[config.mk]
export PLATFORM = sky130hd
export DESIGN_NAME = spdif_aes3_receiver
export DESIGN_NICKNAME = d
export VERILOG_FILES = /design/src/rtl/spdif_aes3_receiver.sv
export SDC_FILE = /design/constraint.sdc
export NUM_CORES = 1
export LEC_CHECK = 0
export ABC_AREA = 1
export BUFFER_PORTS_ARGS = -buffer_cell sky130_fd_sc_hd__buf_2
export CAP_MARGIN = 20
export CORE_MARGIN = 2
export CORE_UTILIZATION = 55
export CTS_CLUSTER_SIZE = 20
export DETAILED_ROUTE_END_ITERATION = 7
export HOLD_SLACK_MARGIN = 0.05
export PLACE_DENSITY = 0.78
export SKIP_CTS_REPAIR_TIMING = 1
export SYNTH_ARGS = -nofsm -noshare
export SYNTH_HDL_FRONTEND = slang
export SYNTH_SLANG_ARGS = --single-unit
[constraint.sdc]
create_clock -name clk -period 4.5 [get_ports clk]
set_clock_uncertainty 0.1 [all_clocks]
set_input_delay 0.675 -clock clk [delete_from_list [all_inputs] [get_ports clk]]
set_output_delay 0.675 -clock clk [all_outputs]
set_load 0.02 [all_outputs]
[src/rtl/spdif_aes3_receiver.sv]
// spdif_aes3_receiver: decodes a biphase-mark S/PDIF-AES3 stream (one half-cell per clk) into stereo pairs.
// Define RX_SYNC_EN to put a 2-flop synchronizer plus an edge-aligning flop ahead of the decoder.
module spdif_aes3_receiver #(
    parameter int SAMPLE_WIDTH = 24
) (
    input  logic                      clk,
    input  logic                      rst,
    input  logic                      rx_i,
    output logic [2*SAMPLE_WIDTH-1:0] sample_o,
    output logic                      valid_o,
    output logic                      block_start_o,
    output logic [1:0]                vbit_o,
    output logic [1:0]                ubit_o,
    output logic [1:0]                cbit_o,
    output logic [7:0]                frame_idx_o,
    output logic                      locked_o,
    output logic                      parity_err_o,
    output logic                      code_err_o
);

    generate
        if (SAMPLE_WIDTH != 16 && SAMPLE_WIDTH != 20 && SAMPLE_WIDTH != 24) begin : g_bad_width
            $error("spdif_aes3_receiver: SAMPLE_WIDTH must be 16, 20 or 24");
        end
    endgenerate

    typedef enum logic [1:0] {HUNT, DATA, PRE} state_t;
    typedef enum logic [1:0] {PT_NONE, PT_X, PT_Y, PT_Z} pre_t;

    typedef struct packed {
        logic [SAMPLE_WIDTH-1:0] sample;
        logic                    v;
        logic                    u;
        logic                    c;
        logic                    z;
        logic                    ok;
    } sub_t;

    state_t      state, state_n;
    pre_t        cur_type, win_type;
    sub_t        left;
    logic        rx_in, rx_q, last_hc, h0_q, half, par;
    logic        vb, ub, cb, have_left;
    logic [7:0]  win, win_n;
    logic [2:0]  win_cnt;
    logic [4:0]  cell_cnt;
    logic [23:0] slot;
    logic        win_full, pre_ok, cell_bit, par_ok;
    logic        acquire, code_err, sub_done;

    // Patterns all start high, so folding on the first half-cell handles both polarities.
    function automatic pre_t classify(input logic [7:0] w);
        logic [7:0] a;
        a = w[7] ? w : ~w;
        case (a)
            8'b11101000: return PT_Z;
            8'b11100100: return PT_Y;
            8'b11100010: return PT_X;
            default:     return PT_NONE;
        endcase
    endfunction

`ifdef RX_SYNC_EN
    logic [2:0] sync_q;
    always_ff @(posedge clk) begin
        if (rst) sync_q <= '0;
        else     sync_q <= {sync_q[1:0], rx_i};
    end
    assign rx_in = sync_q[2];
`else
    assign rx_in = rx_i;
`endif

    assign win_n    = {win[6:0], rx_q};
    assign win_type = classify(win_n);
    assign win_full = (win_cnt == 3'd7);
    assign pre_ok   = (cur_type == PT_Y) ? (win_type == PT_X || win_type == PT_Z)
                                         : (win_type == PT_Y);
    assign cell_bit = h0_q ^ rx_q;
    assign par_ok   = ~(par ^ cell_bit);

    always_ff @(posedge clk) begin
        if (rst) state <= HUNT;
        else     state <= state_n;
    end

    always_comb begin
        state_n  = state;
        acquire  = 1'b0;
        code_err = 1'b0;
        sub_done = 1'b0;
        case (state)
            HUNT: if (win_full && win_type != PT_NONE) begin
                state_n = DATA;
                acquire = 1'b1;
            end
            DATA: if (!half) begin
                if (rx_q == last_hc) begin
                    code_err = 1'b1;
                    state_n  = HUNT;
                end
            end else if (cell_cnt == 5'd27) begin
                sub_done = 1'b1;
                state_n  = PRE;
            end
            PRE: if (win_full) begin
                if (pre_ok) begin
                    state_n = DATA;
                    acquire = 1'b1;
                end else begin
                    code_err = 1'b1;
                    state_n  = HUNT;
                end
            end
            default: state_n = HUNT;
        endcase
    end

    always_ff @(posedge clk) begin
        if (rst) begin
            rx_q          <= 1'b0;
            last_hc       <= 1'b0;
            win           <= '0;
            win_cnt       <= '0;
            h0_q          <= 1'b0;
            half          <= 1'b0;
            par           <= 1'b0;
            cell_cnt      <= '0;
            slot          <= '0;
            vb            <= 1'b0;
            ub            <= 1'b0;
            cb            <= 1'b0;
            cur_type      <= PT_NONE;
            have_left     <= 1'b0;
            left          <= '0;
            sample_o      <= '0;
            valid_o       <= 1'b0;
            block_start_o <= 1'b0;
            vbit_o        <= '0;
            ubit_o        <= '0;
            cbit_o        <= '0;
            frame_idx_o   <= '0;
            locked_o      <= 1'b0;
            parity_err_o  <= 1'b0;
            code_err_o    <= 1'b0;
        end else begin
            rx_q         <= rx_in;
            last_hc      <= rx_q;
            win          <= win_n;
            valid_o      <= 1'b0;
            parity_err_o <= 1'b0;
            code_err_o   <= code_err;

            // The window only fills outside DATA; a failed match restarts it empty.
            if (state == DATA || acquire || code_err) win_cnt <= '0;
            else if (!win_full)                       win_cnt <= win_cnt + 3'd1;

            if (code_err) begin
                locked_o  <= 1'b0;
                have_left <= 1'b0;
            end else if (acquire) begin
                locked_o <= 1'b1;
            end

            if (acquire) begin
                cur_type <= win_type;
                half     <= 1'b0;
                cell_cnt <= '0;
                par      <= 1'b0;
            end else if (state == DATA && !code_err) begin
                half <= ~half;
                if (!half) begin
                    h0_q <= rx_q;
                end else begin
                    cell_cnt <= cell_cnt + 5'd1;
                    par      <= par ^ cell_bit;
                    if (cell_cnt < 5'd24) slot <= {cell_bit, slot[23:1]};
                    if (cell_cnt == 5'd24) vb <= cell_bit;
                    if (cell_cnt == 5'd25) ub <= cell_bit;
                    if (cell_cnt == 5'd26) cb <= cell_bit;
                end
            end

            if (sub_done) begin
                parity_err_o <= ~par_ok;
                if (cur_type != PT_Y) begin
                    left      <= '{sample: slot[23 -: SAMPLE_WIDTH], v: vb, u: ub, c: cb,
                                   z: (cur_type == PT_Z), ok: par_ok};
                    have_left <= 1'b1;
                end else begin
                    have_left <= 1'b0;
                    // An orphaned Y or a pair with a bad half is decoded but dropped.
                    if (have_left && left.ok && par_ok) begin
                        valid_o       <= 1'b1;
                        sample_o      <= {slot[23 -: SAMPLE_WIDTH], left.sample};
                        block_start_o <= left.z;
                        vbit_o        <= {vb, left.v};
                        ubit_o        <= {ub, left.u};
                        cbit_o        <= {cb, left.c};
                        frame_idx_o   <= left.z ? 8'd0 :
                                         (frame_idx_o == 8'd191) ? 8'd0 : frame_idx_o + 8'd1;
                    end
                end
            end
        end
    end

endmodule

==> results.ini, run 1 <==
[setup_path]
timing.critical_path.mode_cell = inv_1
crit_family = buffers and inverters
startpoint_type = flop
worst-endpoint-required_ns = 4.86
worst_path_largest_cell_delay_ns = 0.50
worst_path_cell_trace = inv_1 -> ha_1 -> inv_1 -> nor2_2 -> inv_1 -> nor2_4 -> buf_4 -> inv_2 -> nor2_2 -> xor2_1 -> inv_1 -> nor2_1
worst_setup_path_end_kind = flop
critical_path_peak_fanout = 58
path_class = reg2reg
worst_ep_arrival_time_ns = 3.33
worst-path-buf-inv = 6
slowest_stage_cell_crit_path = inv_2

[synth]
yosysMostFrequentCell = nor2_1
ys.flop_type = dfxtp_1
yosysWarningCount = 0
synth_top_area_share_pct = 49.7
yosys-top-cells-area = dfxtp_1 (50%), nor2_1 (16%), o21ai_0 (7.6%)
synth-seq-cells = 147
syn-num-nets = 785
synth.yosys.seq_area_share_pct = 49.7
synth_enable_flop_cells = 0
synth.cell_area_mm2 = 0.00592
syn_inst = 771
synth_top_cells_by_count = nor2_1 (257), dfxtp_1 (147), o21ai_0 (90)
synth_area_per_cell_um2 = 7.67
yosysTopAreaCell = dfxtp_1
synth_async_sr_flop_share_pct = 0
synth_cell_types = 39

[sta]
min_period_ns = 2.98
report.final.hold_viol_count = 0
grt_setup_unrepaired = no
maxSlewHeadroom_pct = 33.6
fmax_mhz = 336
tightest_slew_ns = 0.994
fin_tns_setup_ns = 0
timing_max_transition_violations_final = 0
share_of_the_clock_period_used_by_the_worst_path_pct = 66.1
setup_viol = 0

[clocking]
clk_root_buffer_cell = clkbuf_8
clock_tree_from_tritoncts = done
cts_made_buffers = 17
cts.htree.levels = 4
cts.path.max_buffers = 2
path_clk_slew_ns = 0.06
cts_sinks = 147
clkLatencyLatePin_ns = 0.52

[cells_and_area]
area_growth_pct = 16.0
drive_above_1_share_pct = 16.6
antennaDiodeCount = 0
final_net_count = 840

[run_status]
run_status = completed

[floorplan]
die_area_mm2 = 0.0116
ios = 70
start_util_pct = 57.0
rows = 37
die_w_um = 108
coreArea_mm2 = 0.0104
die_height_um = 108

[global_route]
first_pass_grt_wire_length_mm = 21.6
grt_pass1_vias = 4775
largest_net_degree_at_the_start_of_global_routing = 79
globalRouteOverflowTotal = 0
initial_antenna_violation_count = 0
grtUsageTotal_pct = 23.1

[place]
place_congestion = 0.933
dpl.hpwl_mm = 8.36
port-buffer-count = 69

[routing]
wl_per_cell_um = 13.2
detail_route.drc_violations = 0
route.vias.total = 5110
drt-vias-per-instance = 5.24
drtIter0Drc = 407
route.final.wire_length_mm = 12.9
first_pass_iters = 5
antenna_viol_nets_final = 0

[power]
lkg_pwr_nw = 3.33
vdd.ir_drop.worst_mv = 0.235
powerDensity_mw_per_mm2 = 442
finalPower_mw = 3.03

[flow_run]
max-cap-violations = 0

[min_path]
hold_path_class = in2reg

per-stage QoR:
step	instances	util (%)	setup slack [ns]	cell area (um2)	hold WS, ns
after floorplan	771	-	2.59	5920	0.325
after global placement	942	60.3	1.75	6260	0.340
after detailed placement	942	60.3	1.56	6260	0.345
after CTS	974	66.0	1.54	6840	0.258
after global routing	975	66.2	1.25	6860	0.285
final	975	66.2	1.52	6860	0.272
flip-flops by register name, indices dropped and copies added, names as in the netlist, 3 cells and up:
name,count
sample_o,48
left,29
slot,24
frame_idx_o,8
win,7
cell_cnt,5
win_cnt,3
power breakdown:
| part | internal, mW | switching (mW) | total, mW |
|---|---|---|---|
| Combinational | 0.0916 | 0.174 | 0.266 |
| Sequential | 1.35 | 0.0459 | 1.39 |
| Clock | 0.837 | 0.534 | 1.37 |
cell families after synthesis:
family,count (synthesis),synth area share (%)
buf+inv,83,6.32
compound gates,141,12.5
fa+ha+maj,11,2.33
flops,147,49.7
simple gates,382,27.9
xor+xnor,7,1.29
worst paths after layout:
check	startpoint	to	slack [ns]	depth (start not counted)
setup / recovery	state[1]$_SDFFE_PP0P_	frame_idx_o[6]$_SDFFE_PP0P_	1.52	12
hold / removal	rx_i	rx_q$_SDFF_PP0_	0.27	3
setup reg to reg	state[1]$_SDFFE_PP0P_	frame_idx_o[6]$_SDFFE_PP0P_	1.52	12
hold reg to reg	win[1]$_SDFF_PP0_	win[2]$_SDFF_PP0_	0.35	2
area by class of cell:
type / count / area (um2)
Clock inverter: 10 / 123
Inverter: 46 / 178
Sequential cell: 147 / 2940
Multi-Input combinational cell: 541 / 2600
Fill cell: 851 / 3510
Clock buffer: 22 / 463
Tap cell: 136 / 170
Timing Repair Buffer: 73 / 388
tightest hold or removal path: stages:
cell    delay, ns
buf_2        0.10
inv_1        0.04
nor2_1       0.04
cell usage in the layout (no fill, tap or decap), types with 2 or more instances in the layout:
master,synthesis,final
a21oi_1,21,21
a31oi_1,2,2
buf_2,3,69
buf_4,0,3
bufinv_16,0,2
clkbuf_1,27,2
clkbuf_16,0,16
clkbuf_8,0,4
clkinv_4,0,2
clkinvlp_4,0,3
dfxtp_1,147,147
ha_1,11,11
inv_1,39,39
inv_2,5,6
inv_6,1,3
nand2_1,65,65
nand2_2,6,6
nand2_4,6,6
nand3_1,21,21
nand3_2,4,4
nand4_1,6,6
nor2_1,257,257
nor2_2,4,4
nor2_4,2,2
nor2_8,2,2
nor3_1,5,5
nor4_1,2,2
o21ai_0,90,90
o21ai_1,22,22
xor2_1,4,4
per-layer routing:
layer	vias to the layer above	global-route usage (%)	share of wire (%)	wire (um)
met2	129	38.7	48	6220
met4	0	7.05	1.1	146
met1	2385	29.6	46	5970
met5	-	0	0	0
li1	2578	-	-	-
met3	18	5.27	4.4	571
Power figures use the tool's default switching activity.
==> run 2: changes to the inputs <==
--- a/config.mk
+++ b/config.mk
@@ -9,11 +9,11 @@
 export BUFFER_PORTS_ARGS = -buffer_cell sky130_fd_sc_hd__buf_2
 export CAP_MARGIN = 20
 export CORE_MARGIN = 2
-export CORE_UTILIZATION = 55
+export CORE_UTILIZATION = 52
 export CTS_CLUSTER_SIZE = 20
 export DETAILED_ROUTE_END_ITERATION = 7
 export HOLD_SLACK_MARGIN = 0.05
-export PLACE_DENSITY = 0.78
+export PLACE_DENSITY = 0.77
 export SKIP_CTS_REPAIR_TIMING = 1
 export SYNTH_ARGS = -nofsm -noshare
 export SYNTH_HDL_FRONTEND = slang
==> constraint.sdc (replaced) <==
create_clock -name clk -period 2.6 [get_ports clk]
set_clock_uncertainty 0.1 [all_clocks]
set_input_delay 0.39 -clock clk [delete_from_list [all_inputs] [get_ports clk]]
set_output_delay 0.39 -clock clk [all_outputs]
set_load 0.02 [all_outputs]
==> run 2 against run 1 <==
Sequential power rose by 73%. Via count fell by 0.63%. Fmax rose by 25%. Critical endpoint is now slot[13]$_SDFFE_PP0P_. Combinational power rose by 82%. Highest routed layer unchanged. Sequential share of layout area fell by 0.094 points. Critical path type unchanged.
==> results.ini, run 2 (synthesized netlist as in run 1, its figures left out) <==
[run_status]
run_status = completed

[setup_path]
reg2regPathDepth = 13  ; +1
slowest_stage_cell_crit_path = dfxtp_1
worst-endpoint-required_ns = 2.81  ; -2.05 ns
worst_path_largest_cell_delay_ns = 0.54  ; +0.04 ns
r2r-start = win[6]$_SDFF_PP0_
timing.reg2reg.setup_slack_ns = 0.21  ; -1.31 ns
timing.critical_path.mode_cell = nand2_4
worst_path_cell_trace = inv_6 -> nor2_1 -> nand2_1 -> nand2_1 -> nand3_2 -> nand2_4 -> nand2_2 -> nand3_2 -> nand2_4 -> a21oi_4 -> nand2_4 -> o21ai_0 -> nor2_1
path_class = reg2reg
startpoint_type = flop
critical_path_peak_fanout = 23  ; -60%
regToRegEndpoint = slot[13]$_SDFFE_PP0P_
worst_setup_path_end_kind = flop
worst_ep_arrival_time_ns = 2.60  ; -0.73 ns

[min_path]
hold_end = rx_q$_SDFF_PP0_
hold_path_class = in2reg
min_delay_path_depth = 3  ; unchanged
min_from = rx_i

[floorplan]
start_util_pct = 53.9  ; -3.2 points
coreArea_mm2 = 0.0110  ; +5.9%
die_area_mm2 = 0.0122  ; +5.6%
rows = 38  ; +2.7%
die_w_um = 111  ; +2.7%
ios = 70  ; unchanged
die_height_um = 111  ; +2.7%

[clocking]
clk_root_buffer_cell = clkbuf_16
path_clk_slew_ns = 0.06  ; about the same
cts.htree.levels = 4  ; unchanged
cts_sinks = 147  ; unchanged
cts_made_buffers = 17  ; unchanged
clkLatencyLatePin_ns = 0.42  ; -0.10 ns
cts.path.max_buffers = 2  ; unchanged
clock_tree_from_tritoncts = done

[power]
powerDensity_mw_per_mm2 = 766  ; +73%
vdd.ir_drop.worst_mv = 0.620  ; +160%
lkg_pwr_nw = 3.35  ; +0.49%

[routing]
route.final.wire_length_mm = 13.0  ; +0.41%
route.vias.total = 5078  ; -0.63%
wl_per_cell_um = 13.2  ; -0.20%
first_pass_iters = 5  ; unchanged
drtIter0Drc = 410  ; +0.74%
antenna_viol_nets_final = 0  ; unchanged
detail_route.drc_violations = 0  ; unchanged
drt-vias-per-instance = 5.18  ; -1.2%

[sta]
setup_viol = 0  ; unchanged
min_period_ns = 2.39  ; -0.589 ns
report.final.hold_viol_count = 0  ; unchanged
timing_max_transition_violations_final = 0  ; unchanged
share_of_the_clock_period_used_by_the_worst_path_pct = 91.8  ; +26 points
grt_setup_unrepaired = no
fin_tns_setup_ns = 0  ; unchanged
fmax_mhz = 419  ; +25%
worst_slack_ns = 0.213  ; -1.31 ns
maxSlewHeadroom_pct = 34.2  ; +0.54 points
tightest_slew_ns = 0.986  ; -0.00808 ns

[cells_and_area]
finish.cell_count_without_fillers = 981  ; +0.62%
largest_register_by_flop_count = sample_o
area_growth_pct = 16.3
finish.instance_area_mm2 = 0.00688  ; +0.22%
layout.cells.most_common_list = nor2_1 (257), dfxtp_1 (147), o21ai_0 (90), buf_2 (69), nand2_1 (65)
top_regs = sample_o x48, left x29, slot x24
mostFrequentLayoutCell = nor2_1
antennaDiodeCount = 0  ; unchanged
final_net_count = 842  ; +0.24%
largest_reg_flops = 48  ; unchanged
n_fill_cell = 926  ; +8.8%
drive_above_1_share_pct = 16.8  ; +0.20 points

[global_route]
initial_antenna_violation_count = 0  ; unchanged
grtUsageTotal_pct = 22.0  ; -1.1 points
largest_net_degree_at_the_start_of_global_routing = 115  ; +46%
grt_pass1_vias = 4909  ; +2.8%
first_pass_grt_wire_length_mm = 22.4  ; +3.7%
globalRouteOverflowTotal = 0  ; unchanged

[flow_run]
max-cap-violations = 0  ; unchanged

[place]
place_congestion = 0.906  ; -2.9%
port-buffer-count = 69  ; unchanged
detailedPlace.worstSlack_ns = 0.239  ; -1.32 ns
numPlacedInstances = 949  ; +0.74%
post_dp_cell_area_mm2 = 0.00630  ; +0.64%
dpl.hpwl_mm = 8.42  ; +0.71%

## run 2: changes by cell type in the layout (fill, tap and decap cells not counted), moves of 2 or more
| cell | change |
|---|---|
| clkbuf_8 | -3 |
| clkinv_4 | +2 |
| buf_4 | +2 |
| clkinvlp_4 | -2 |
| clkinv_2 | +3 |
## run 2: worst max path at each step
stage	from	end	slack, ns	cells after the start
2_1_floorplan	win_cnt[0]$_SDFFE_PP0P_	slot[0]$_SDFFE_PP0P_	0.69	12
3_3_place_gp	win[6]$_SDFF_PP0_	slot[13]$_SDFFE_PP0P_	0.36	13
3_5_place_dp	cell_cnt[0]$_SDFFE_PP0P_	frame_idx_o[3]$_SDFFE_PP0P_	0.24	10
4_1_cts	state[1]$_SDFFE_PP0P_	frame_idx_o[0]$_SDFFE_PP0P_	0.20	11
5_1_grt	win[6]$_SDFF_PP0_	slot[23]$_SDFFE_PP0P_	0.01	15
6_report	win[6]$_SDFF_PP0_	slot[13]$_SDFFE_PP0P_	0.21	13
## run 2: through the flow
stage          total power, mW  hold slack, ns  utilization (%)
2_1_floorplan             2.82           0.325                -
3_3_place_gp              2.91           0.335             57.3
3_5_place_dp              2.93           0.352             57.3
4_1_cts                   5.30          0.0662             62.6
5_1_grt                   5.47          0.0988             62.6
6_report                  5.27          0.0709             62.6
## run 2: per-layer routing
metal	routed length, um	share of wire, %	GRT usage [%]
met5	0	0	0
met2	6180	48	36.0
met4	248	1.9	10.0
met1	5860	45	27.5
met3	678	5.2	5.47
## run 2: critical path: cells and delay by family (launching register included)
family	cells	cell delay (ns)
AO/OA/AOI/OAI	2	0.54
AND/OR/NAND/NOR	10	1.00
buffers and inverters	1	0.07
flip-flops	1	0.54
## run 2: power breakdown
group / total (mW) / switching (mW) / leakage, nW / internal, mW
clock network: 2.37 / 0.937 / 0.284 / 1.44
registers: 2.41 / 0.0791 / 1.19 / 2.33
logic: 0.483 / 0.305 / 1.88 / 0.178
total: 5.27 / 1.32 / 3.35 / 3.95
## run 2: layout make-up
class | instances | area (um2) | share of cell area [%]
repair buffers | 75 | 403 | 5.86
well taps | 140 | 175 | 2.55
multi-input cells | 541 | 2600 | 37.8
inverters | 46 | 180 | 2.62
clock buffers | 20 | 447 | 6.49
clock inverters | 12 | 131 | 1.91
flip-flops and latches | 147 | 2940 | 42.8
